$ cat src/rtl/display_source_arbiter_if.sv
// Bundle between display producers and the display arbiter: requests, per-source
// digit/dp data, and the registered grant plus digits sent to the display subsystem.
interface display_source_arbiter_if #(
    parameter int unsigned NUM_SRC = 4
);
    logic [NUM_SRC-1:0]    req;
    logic [16*NUM_SRC-1:0] src_digits;
    logic [4*NUM_SRC-1:0]  src_dp;
    logic [NUM_SRC-1:0]    grant;
    logic [2:0]            owner;
    logic                  busy;
    logic [3:0]            sec_dig1;
    logic [3:0]            sec_dig2;
    logic [3:0]            min_dig1;
    logic [3:0]            min_dig2;
    logic [3:0]            decimal_point;

    modport master (
        output req, src_digits, src_dp,
        input  grant, owner, busy, sec_dig1, sec_dig2, min_dig1, min_dig2, decimal_point
    );

    modport slave (
        input  req, src_digits, src_dp,
        output grant, owner, busy, sec_dig1, sec_dig2, min_dig1, min_dig2, decimal_point
    );
endinterface

$ cat src/rtl/display_source_arbiter.sv
// Round-robin arbiter with minimum dwell that time-shares one 4-digit display.
// Optional macro DISPLAY_ARB_PRIORITY_EN makes source 0 pre-empt other owners.
module display_source_arbiter #(
    parameter int unsigned NUM_SRC      = 4,
    parameter int unsigned DWELL_CYCLES = 100_000_000
) (
    input logic                     clk,
    input logic                     reset,
    display_source_arbiter_if.slave bus
);
    localparam int unsigned CW = (DWELL_CYCLES > 1) ? $clog2(DWELL_CYCLES) : 1;
    localparam logic [CW-1:0] CNT_MAX = CW'(DWELL_CYCLES - 1);

    typedef enum logic {IDLE, OWN} state_t;

    state_t               state;
    logic [2:0]           owner_q;
    logic [2:0]           rr_ptr;
    logic [CW-1:0]        cnt;

    logic [NUM_SRC-1:0]   owner_oh;
    logic                 owner_req;
    logic                 other_req;
    logic [2*NUM_SRC-1:0] dbl;
    logic [NUM_SRC-1:0]   scan;
    logic                 found;
    logic [2:0]           pick;
    logic                 take;
    logic [2:0]           nxt;
    logic                 release_idle;
    logic [2:0]           sel;
    logic [15:0]          sel_dig;
    logic [3:0]           sel_dp;
    logic [2:0]           nxt_ptr;

    always_comb begin
        owner_oh  = NUM_SRC'(1) << owner_q;
        owner_req = |(bus.req & owner_oh);
        other_req = |(bus.req & ~owner_oh);

        // Rotate so the search starts at rr_ptr, then take the lowest set bit.
        dbl   = {bus.req, bus.req} >> rr_ptr;
        scan  = dbl[NUM_SRC-1:0];
        found = 1'b0;
        pick  = '0;
        for (int unsigned k = 0; k < NUM_SRC; k++) begin
            if (!found && scan[0]) begin
                found = 1'b1;
                pick  = 3'((32'(rr_ptr) + k) % NUM_SRC);
            end
            scan = scan >> 1;
        end

        take = 1'b0;
        nxt  = owner_q;
        case (state)
            IDLE: begin
                if (found) begin
                    take = 1'b1;
                    nxt  = pick;
                end
            end
            OWN: begin
                if (!owner_req || (cnt == CNT_MAX && other_req)) begin
                    if (found) begin
                        take = 1'b1;
                        nxt  = pick;
                    end
                end
            end
            default: ;
        endcase
`ifdef DISPLAY_ARB_PRIORITY_EN
        if (bus.req[0] && (state == IDLE || owner_q != 3'd0)) begin
            take = 1'b1;
            nxt  = 3'd0;
        end
`endif
        release_idle = (state == OWN) && !owner_req && !take;

        sel     = take ? nxt : owner_q;
        sel_dig = 16'(bus.src_digits >> {sel, 4'b0000});
        sel_dp  = 4'(bus.src_dp >> {sel, 2'b00});
        nxt_ptr = 3'((32'(nxt) + 32'd1) % NUM_SRC);
    end

    always_ff @(posedge clk or posedge reset) begin
        if (reset) begin
            state             <= IDLE;
            owner_q           <= '0;
            rr_ptr            <= '0;
            cnt               <= '0;
            bus.grant         <= '0;
            bus.sec_dig1      <= '0;
            bus.sec_dig2      <= '0;
            bus.min_dig1      <= '0;
            bus.min_dig2      <= '0;
            bus.decimal_point <= '0;
        end else begin
            if (take) begin
                state     <= OWN;
                owner_q   <= nxt;
                rr_ptr    <= nxt_ptr;
                cnt       <= '0;
                bus.grant <= NUM_SRC'(1) << nxt;
            end else if (release_idle) begin
                state     <= IDLE;
                bus.grant <= '0;
            end else if (state == OWN && cnt != CNT_MAX) begin
                cnt <= cnt + 1'b1;
            end

            // Digits track the (next) owner live; in IDLE they hold the last frame.
            if (take || (state == OWN && !release_idle)) begin
                {bus.min_dig2, bus.min_dig1, bus.sec_dig2, bus.sec_dig1} <= sel_dig;
                bus.decimal_point <= sel_dp;
            end
        end
    end

    assign bus.owner = owner_q;
    assign bus.busy  = (state == OWN);
endmodule

$ cat src/flat_wrapper.sv
// flat-port wrapper written by rule: the top's interface ports become plain ports
module display_source_arbiter_flat 
#(
    parameter int unsigned NUM_SRC      = 4,
    parameter int unsigned DWELL_CYCLES = 100_000_000
)
  (clk, reset, bus_req, bus_src_digits, bus_src_dp, bus_grant, bus_owner, bus_busy, bus_sec_dig1, bus_sec_dig2, bus_min_dig1, bus_min_dig2, bus_decimal_point);
  display_source_arbiter_if #(.NUM_SRC(NUM_SRC)) bus_i ();
  input logic clk;
  input logic reset;
  input wire logic [$bits(bus_i.req)-1:0] bus_req;
  input wire logic [$bits(bus_i.src_digits)-1:0] bus_src_digits;
  input wire logic [$bits(bus_i.src_dp)-1:0] bus_src_dp;
  output wire logic [$bits(bus_i.grant)-1:0] bus_grant;
  output wire logic [$bits(bus_i.owner)-1:0] bus_owner;
  output wire logic [$bits(bus_i.busy)-1:0] bus_busy;
  output wire logic [$bits(bus_i.sec_dig1)-1:0] bus_sec_dig1;
  output wire logic [$bits(bus_i.sec_dig2)-1:0] bus_sec_dig2;
  output wire logic [$bits(bus_i.min_dig1)-1:0] bus_min_dig1;
  output wire logic [$bits(bus_i.min_dig2)-1:0] bus_min_dig2;
  output wire logic [$bits(bus_i.decimal_point)-1:0] bus_decimal_point;
  assign bus_i.req = bus_req;
  assign bus_i.src_digits = bus_src_digits;
  assign bus_i.src_dp = bus_src_dp;
  assign bus_grant = bus_i.grant;
  assign bus_owner = bus_i.owner;
  assign bus_busy = bus_i.busy;
  assign bus_sec_dig1 = bus_i.sec_dig1;
  assign bus_sec_dig2 = bus_i.sec_dig2;
  assign bus_min_dig1 = bus_i.min_dig1;
  assign bus_min_dig2 = bus_i.min_dig2;
  assign bus_decimal_point = bus_i.decimal_point;
  display_source_arbiter #(.NUM_SRC(NUM_SRC), .DWELL_CYCLES(DWELL_CYCLES)) u_core (.clk(clk), .reset(reset), .bus(bus_i));
endmodule
$ cat config.mk
export PLATFORM = sky130hd
export DESIGN_NAME = display_source_arbiter_flat
export DESIGN_NICKNAME = d
export VERILOG_FILES = /design/src/rtl/display_source_arbiter_if.sv /design/src/rtl/display_source_arbiter.sv /design/src/flat_wrapper.sv
export SDC_FILE = /design/constraint.sdc
export NUM_CORES = 1
export LEC_CHECK = 0
export BUFFER_PORTS_ARGS = -buffer_cell sky130_fd_sc_hd__buf_2
export CAP_MARGIN = 20
export CORE_ASPECT_RATIO = 2
export CORE_UTILIZATION = 30
export CTS_CLUSTER_DIAMETER = 40
export DETAILED_ROUTE_END_ITERATION = 6
export SLEW_MARGIN = 20
export SYNTH_ARGS = -nofsm -noshare
export SYNTH_HDL_FRONTEND = slang
export SYNTH_SLANG_ARGS = --single-unit
$ cat constraint.sdc
create_clock -name clk -period 3.3 [get_ports clk]
set_input_delay 0.66 -clock clk [delete_from_list [all_inputs] [get_ports clk]]
set_output_delay 0.66 -clock clk [all_outputs]
set_load 0.03 [all_outputs]
* After elaboration in Yosys (flattened, before gate mapping)
Index checks and enable logic that the tools add are counted.
Storage, ports and cells: logic and storage cells 70, bits of input ports 86, flip-flop bits (word level) 57, output and inout bits 28
Operators by class: bitwise operators 4, shift operators 5, reductions and logical operators 21, mux-type cells 22, equal/unequal tests 3, add/subtract/negate cells 5
Operators with widths (number):
- 27-bit 2-to-1 mux | 3
- 64-bit by 7-bit >> shifter with 16-bit output | 1
- 27-bit by 1-bit adder with 27-bit output, second input constant | 1
- 27-bit equality test, second input constant | 1
- 27-bit != test, second input constant | 1
- 3-bit 2-to-1 mux | 6
- 16-bit by 5-bit >> shifter with 4-bit output | 1
- 4-bit bitwise AND | 2
- 1-bit logical AND | 8
- 1-bit 2-to-1 mux | 8
- 4-bit 2-to-1 mux | 2
- 4-bit OR reduction | 2
- 1-bit by 3-bit left shift with 4-bit output, first input constant | 2
- 8-bit by 2-bit >> shifter with 4-bit output | 1
- 1-bit logical NOT | 6
- 3-bit one-hot mux with 2 select lines | 1
- 2-bit by 1-bit adder with 2-bit output, second input constant | 2
- 2-bit adder, second input constant | 2
- 4-bit NOT | 1
- 2-bit nonzero test | 2
- 1-bit logical OR | 2
- 2-bit 2-to-1 mux | 1
- 2-bit by 1-bit != test with 1-bit output, second input constant | 1
- 1-bit one-hot mux with 2 select lines | 1
- other kinds (2) | 2

* Longest topological paths before layout
word-level depth 19, gate-level depth with buffers 11, depth with buffers taken out 9

* Worst setup path after synthesis
Ideal clock, no wire load.
path kind reg-to-reg, start reg u_core.owner_q[0], in the netlist u_core.bus.owner[0], end reg u_core.rr_ptr[1], required time 3.175 ns, arrival 2.683 ns, library setup time 0.125 ns, setup slack 0.492 ns, path buffers 1, cell stages (with the launch flop) 11, period minus slack after synthesis 2.808 ns, cell sequence dfrtp_1 buf_2 mux4_2 nand2b_1 nor2_1 and2_1 nor2_1 inv_1 a21o_1 ha_1 mux2_2
Between the ends: longest elaborated chain between the ends 9, elaborated cells between the ends (all ways) 15, those cells by class 1 x add/sub; 1 x shift; 5 x mux; 3 x bitwise; 5 x reduce/logical
RTL lines:
- start: declaration | RTL line display_source_arbiter.sv:17 | logic [2:0] owner_q;
- start signal: assignment | RTL line display_source_arbiter.sv:102 | owner_q <= nxt;
- 1-bit by 3-bit left shift with 4-bit output | RTL line display_source_arbiter.sv:37 | owner_oh = NUM_SRC'(1) << owner_q;
- 4-bit NOT | RTL line display_source_arbiter.sv:39 | other_req = |(bus.req & ~owner_oh);
- 4-bit bitwise AND | RTL line display_source_arbiter.sv:39
- 4-bit OR reduction | RTL line display_source_arbiter.sv:39
- 1-bit logical AND | RTL line display_source_arbiter.sv:64 | if (!owner_req || (cnt == CNT_MAX && other_req)) begin
- 1-bit logical OR | RTL line display_source_arbiter.sv:64
- 3-bit 2-to-1 mux | RTL line display_source_arbiter.sv:64
- 3-bit one-hot mux with 2 select lines * | RTL line display_source_arbiter.sv:56 | case (state)
- 2-bit by 1-bit adder with 2-bit output * | RTL line display_source_arbiter.sv:84 | nxt_ptr = 3'((32'(nxt) + 32'd1) % NUM_SRC);
- named net u_core.nxt_ptr[1] | RTL line display_source_arbiter.sv:34 | logic [2:0] nxt_ptr;
- end signal: assignment | RTL line display_source_arbiter.sv:103 | rr_ptr <= nxt_ptr;
- end: declaration | RTL line display_source_arbiter.sv:18 | logic [2:0] rr_ptr;
Mark *: on every way through the listed nets, which the timed path passes. The rest lies on a longest branch. A chain may end at the register's enable or synchronous reset.

* Final worst setup path
start reg u_core.cnt[8], end reg u_core.rr_ptr[1]
Between the ends: longest elaborated chain between the ends 6, elaborated cells between the ends (all ways) 8, those cells by class 1 x add/sub; 1 x eq/ne; 4 x mux; 2 x reduce/logical
RTL lines:
- start: declaration | RTL line display_source_arbiter.sv:19 | logic [CW-1:0] cnt;
- start signal: assignment | RTL line display_source_arbiter.sv:110 | cnt <= cnt + 1'b1;
- 27-bit equality test | RTL line display_source_arbiter.sv:64
- 1-bit logical AND | RTL line display_source_arbiter.sv:64
- 1-bit logical OR | RTL line display_source_arbiter.sv:64
- 3-bit 2-to-1 mux | RTL line display_source_arbiter.sv:64
- 3-bit one-hot mux with 2 select lines | RTL line display_source_arbiter.sv:56
- 2-bit by 1-bit adder with 2-bit output | RTL line display_source_arbiter.sv:84
- named net u_core.nxt_ptr[1] | RTL line display_source_arbiter.sv:34
The timed path passes the listed nets, and every way through them passes these cells.

==> impl_metrics.ini <==
[clock_tree]
cts_max_path_buffers = 2
cts_sinks = 57
clock_latency_ns = 0.33
cts_resized = 0
cts_tree = done
post-cts-setup-buffers = 0
root_buffer = clkbuf_16
cts_inserted_buffers = 9
hold_buffers = 0
htree_num_levels = 3
clk_pin_slew_ns = 0.05

[sta]
relSlewSlack_pct = 51.0
finalHoldViolCount = 0
fin_skew_ns = 0.00935
tightest_slew_ns = 0.735
tns_ns = 0
drv_slew = 0
max_freq_mhz = 350
rsz0062_at_grt = false
worst_hold_slack_ns = 0.455
post-route-period-util_pct = 86.6
finalCriticalPeriod_ns = 2.86
setup_viol = 0

[setup_path]
crit_slowest_cell = or4_1
cp_max_fo = 5
rr_startpoint = u_core.cnt[8]
crit_buf_inv = 1
critical_path.startpoint_type = flip-flop
crit_required_ns = 3.51
cp-end-kind = flip-flop
worstPathArrival_ns = 3.06
rr_endpoint = u_core.rr_ptr[1]
r2r_cells = 9
reg2reg_slack_ns = 0.44
max_stage_delay_ns = 0.56
criticalPathCategory = reg -> reg
cp_top_family = simple AND/OR/NAND/NOR gates
crit_path_cell_trace = or4_1 > nor4_2 > o2111ai_1 > and2_1 > nor2_2 > inv_1 > a21o_1 > ha_1 > mux2_2

[power]
p_per_area_mw_per_mm2 = 910
p_comb_share_pct = 52.3
finalPower_mw = 4.21
leakage_nw = 2.07
internal_power_mw = 2.38
p_sw_mw = 1.83
sw_frac_of_total_pct = 43.4
p_seq_share_pct = 25.0
ir_worst_vdd_mv = 0.526
p_clk_share_pct = 22.7

[layout]
fin_area_mm2 = 0.00463
final_common_cell = buf_2
area_growth_pct = 29.7
nNetsFinal = 564
drive_above_1_share_pct = 39.7
diodes = 0
final_cell_mix = 113 x buf_2, 57 x nor2_1, 57 x dfrtp_1, 37 x a211oi_2, 21 x nor3b_1
final_util_pct = 39.8

[drt]
viasPerCell = 5.06
first_pass_iters = 6
via_count = 3154
ant_nets = 0
drtIter0Drc = 132
drc_errors = 0
routed_wl_um = 9840
routedWlPerCell_um = 15.8

[placement]
place_area_mm2 = 0.00432
place.gp.congestion = 0.773
hpwl_um = 7290
io_buffers = 113

[synth]
synth.distinct_cells = 45
yosys_warnings = 0
yosysSeqAreaShare_pct = 40.0
synth_flop_cell = dfrtp_1
synth_cells = 355
avgSynthCellArea_um2 = 10.1
syn_nets = 446
syn-cell-area_mm2 = 0.00357
ys_ff_latch = 57
synth-edff-count = 0
synthArstFlopShare_pct = 100

[global_routing]
antenna_found_initial = 0
grt_usage_pct = 16.9
first_global_vias = 3187
overflow = 0
grt_pass1_wl_um = 15900
grt_max_degree = 34

[run]
maxCapViolCount = 0

[floorplan]
dieHeight_um = 156
rows = 56
die_w_um = 79.1
core_area_mm2 = 0.0116
die_area_mm2 = 0.0124
start_util_pct = 30.7
io_pins = 114

[hold_path]
hp-class = in -> async

[outcome]
status = completed
-- synth_stat cells, types with 5 or more instances --
master / number / area share (%)
nor2_1: 58 / 6.1
dfrtp_1: 57 / 40
a211oi_2: 37 / 13
nor3b_1: 21 / 4.4
mux2i_1: 20 / 5.6
nand2_1: 19 / 2.0
xor2_1: 19 / 4.7
clkbuf_1: 12 / 1.3
a21oi_1: 9 / 1.3
nand3_1: 8 / 1.1
nand4_1: 8 / 1.4
and3_1: 7 / 1.2
a211oi_1: 5 / 1.1
ha_1: 5 / 1.8
nand2b_1: 5 / 0.88
xnor2_1: 5 / 1.2
-- flip-flops by register name, indices dropped and copies added (netlist names) --
name,count
u_core.bus.busy,1
u_core.bus.decimal_point,4
u_core.bus.grant,4
u_core.bus.min_dig1,4
u_core.bus.min_dig2,4
u_core.bus.owner,3
u_core.bus.sec_dig1,4
u_core.bus.sec_dig2,4
u_core.cnt,27
u_core.rr_ptr,2
-- cell type report --
class / count / area, µm²
clock buffers: 14 / 274
fillers: 1204 / 7000
well taps: 145 / 181
inverters: 5 / 18.8
multi-input cells: 272 / 2010
repair buffers: 128 / 678
clock inverters: 2 / 35.0
flip-flops and latches: 57 / 1430
-- worst max-delay path by stage --
stage	start	endpoint	slack [ns]	cells after the start
global route	u_core.cnt[8]	u_core.bus.decimal_point[3]	0.30	8
floorplan	u_core.bus.owner[0]	u_core.rr_ptr[1]	0.49	10
CTS	u_core.cnt[8]	u_core.rr_ptr[1]	0.46	9
global placement	bus_req[3]	u_core.bus.decimal_point[3]	0.47	9
detailed placement	bus_req[3]	u_core.bus.decimal_point[3]	0.40	9
finish	u_core.cnt[8]	u_core.rr_ptr[1]	0.44	9
-- through the flow --
stage          setup slack (ns)  std cells
2_1_floorplan             0.492        355
3_3_place_gp              0.474        607
3_5_place_dp              0.395        607
4_1_cts                   0.459        623
5_1_grt                   0.296        623
6_report                  0.442        623
-- power groups by stage --
stage,Sequential (mW),Clock (mW),Combinational (mW)
after floorplan,1.32,0,1.44
after global placement,1.06,0,2.19
after detailed placement,1.06,0,2.23
after CTS,1.05,0.980,2.23
after global routing,1.08,1.01,2.38
final,1.05,0.957,2.20
-- cell families (layout without fill, tap and decap cells) --
| kind of cell | count (synthesis) | in the layout | share of synthesized area, % |
|---|---|---|---|
| and+or+nand+nor | 155 | 155 | 23.3 |
| AOI/OAI and AO/OA | 66 | 66 | 18.4 |
| DFF | 57 | 57 | 40.0 |
| buffers and inverters | 26 | 149 | 4.14 |
| xor gates and xnor gates | 24 | 24 | 5.89 |
| muxes | 22 | 22 | 6.55 |
| adders and majority gates | 5 | 5 | 1.75 |
-- metal layers --
| layer | vias up | global-route usage, % | routed length [µm] |
|---|---|---|---|
| met5 | - | 0 | 0 |
| met4 | 0 | 6.58 | 169 |
| met3 | 13 | 3.15 | 313 |
| met2 | 66 | 30.3 | 5450 |
| met1 | 1557 | 19.3 | 3910 |
| li1 | 1518 | - | - |
Note: power is estimated with default switching activity, not from simulation.
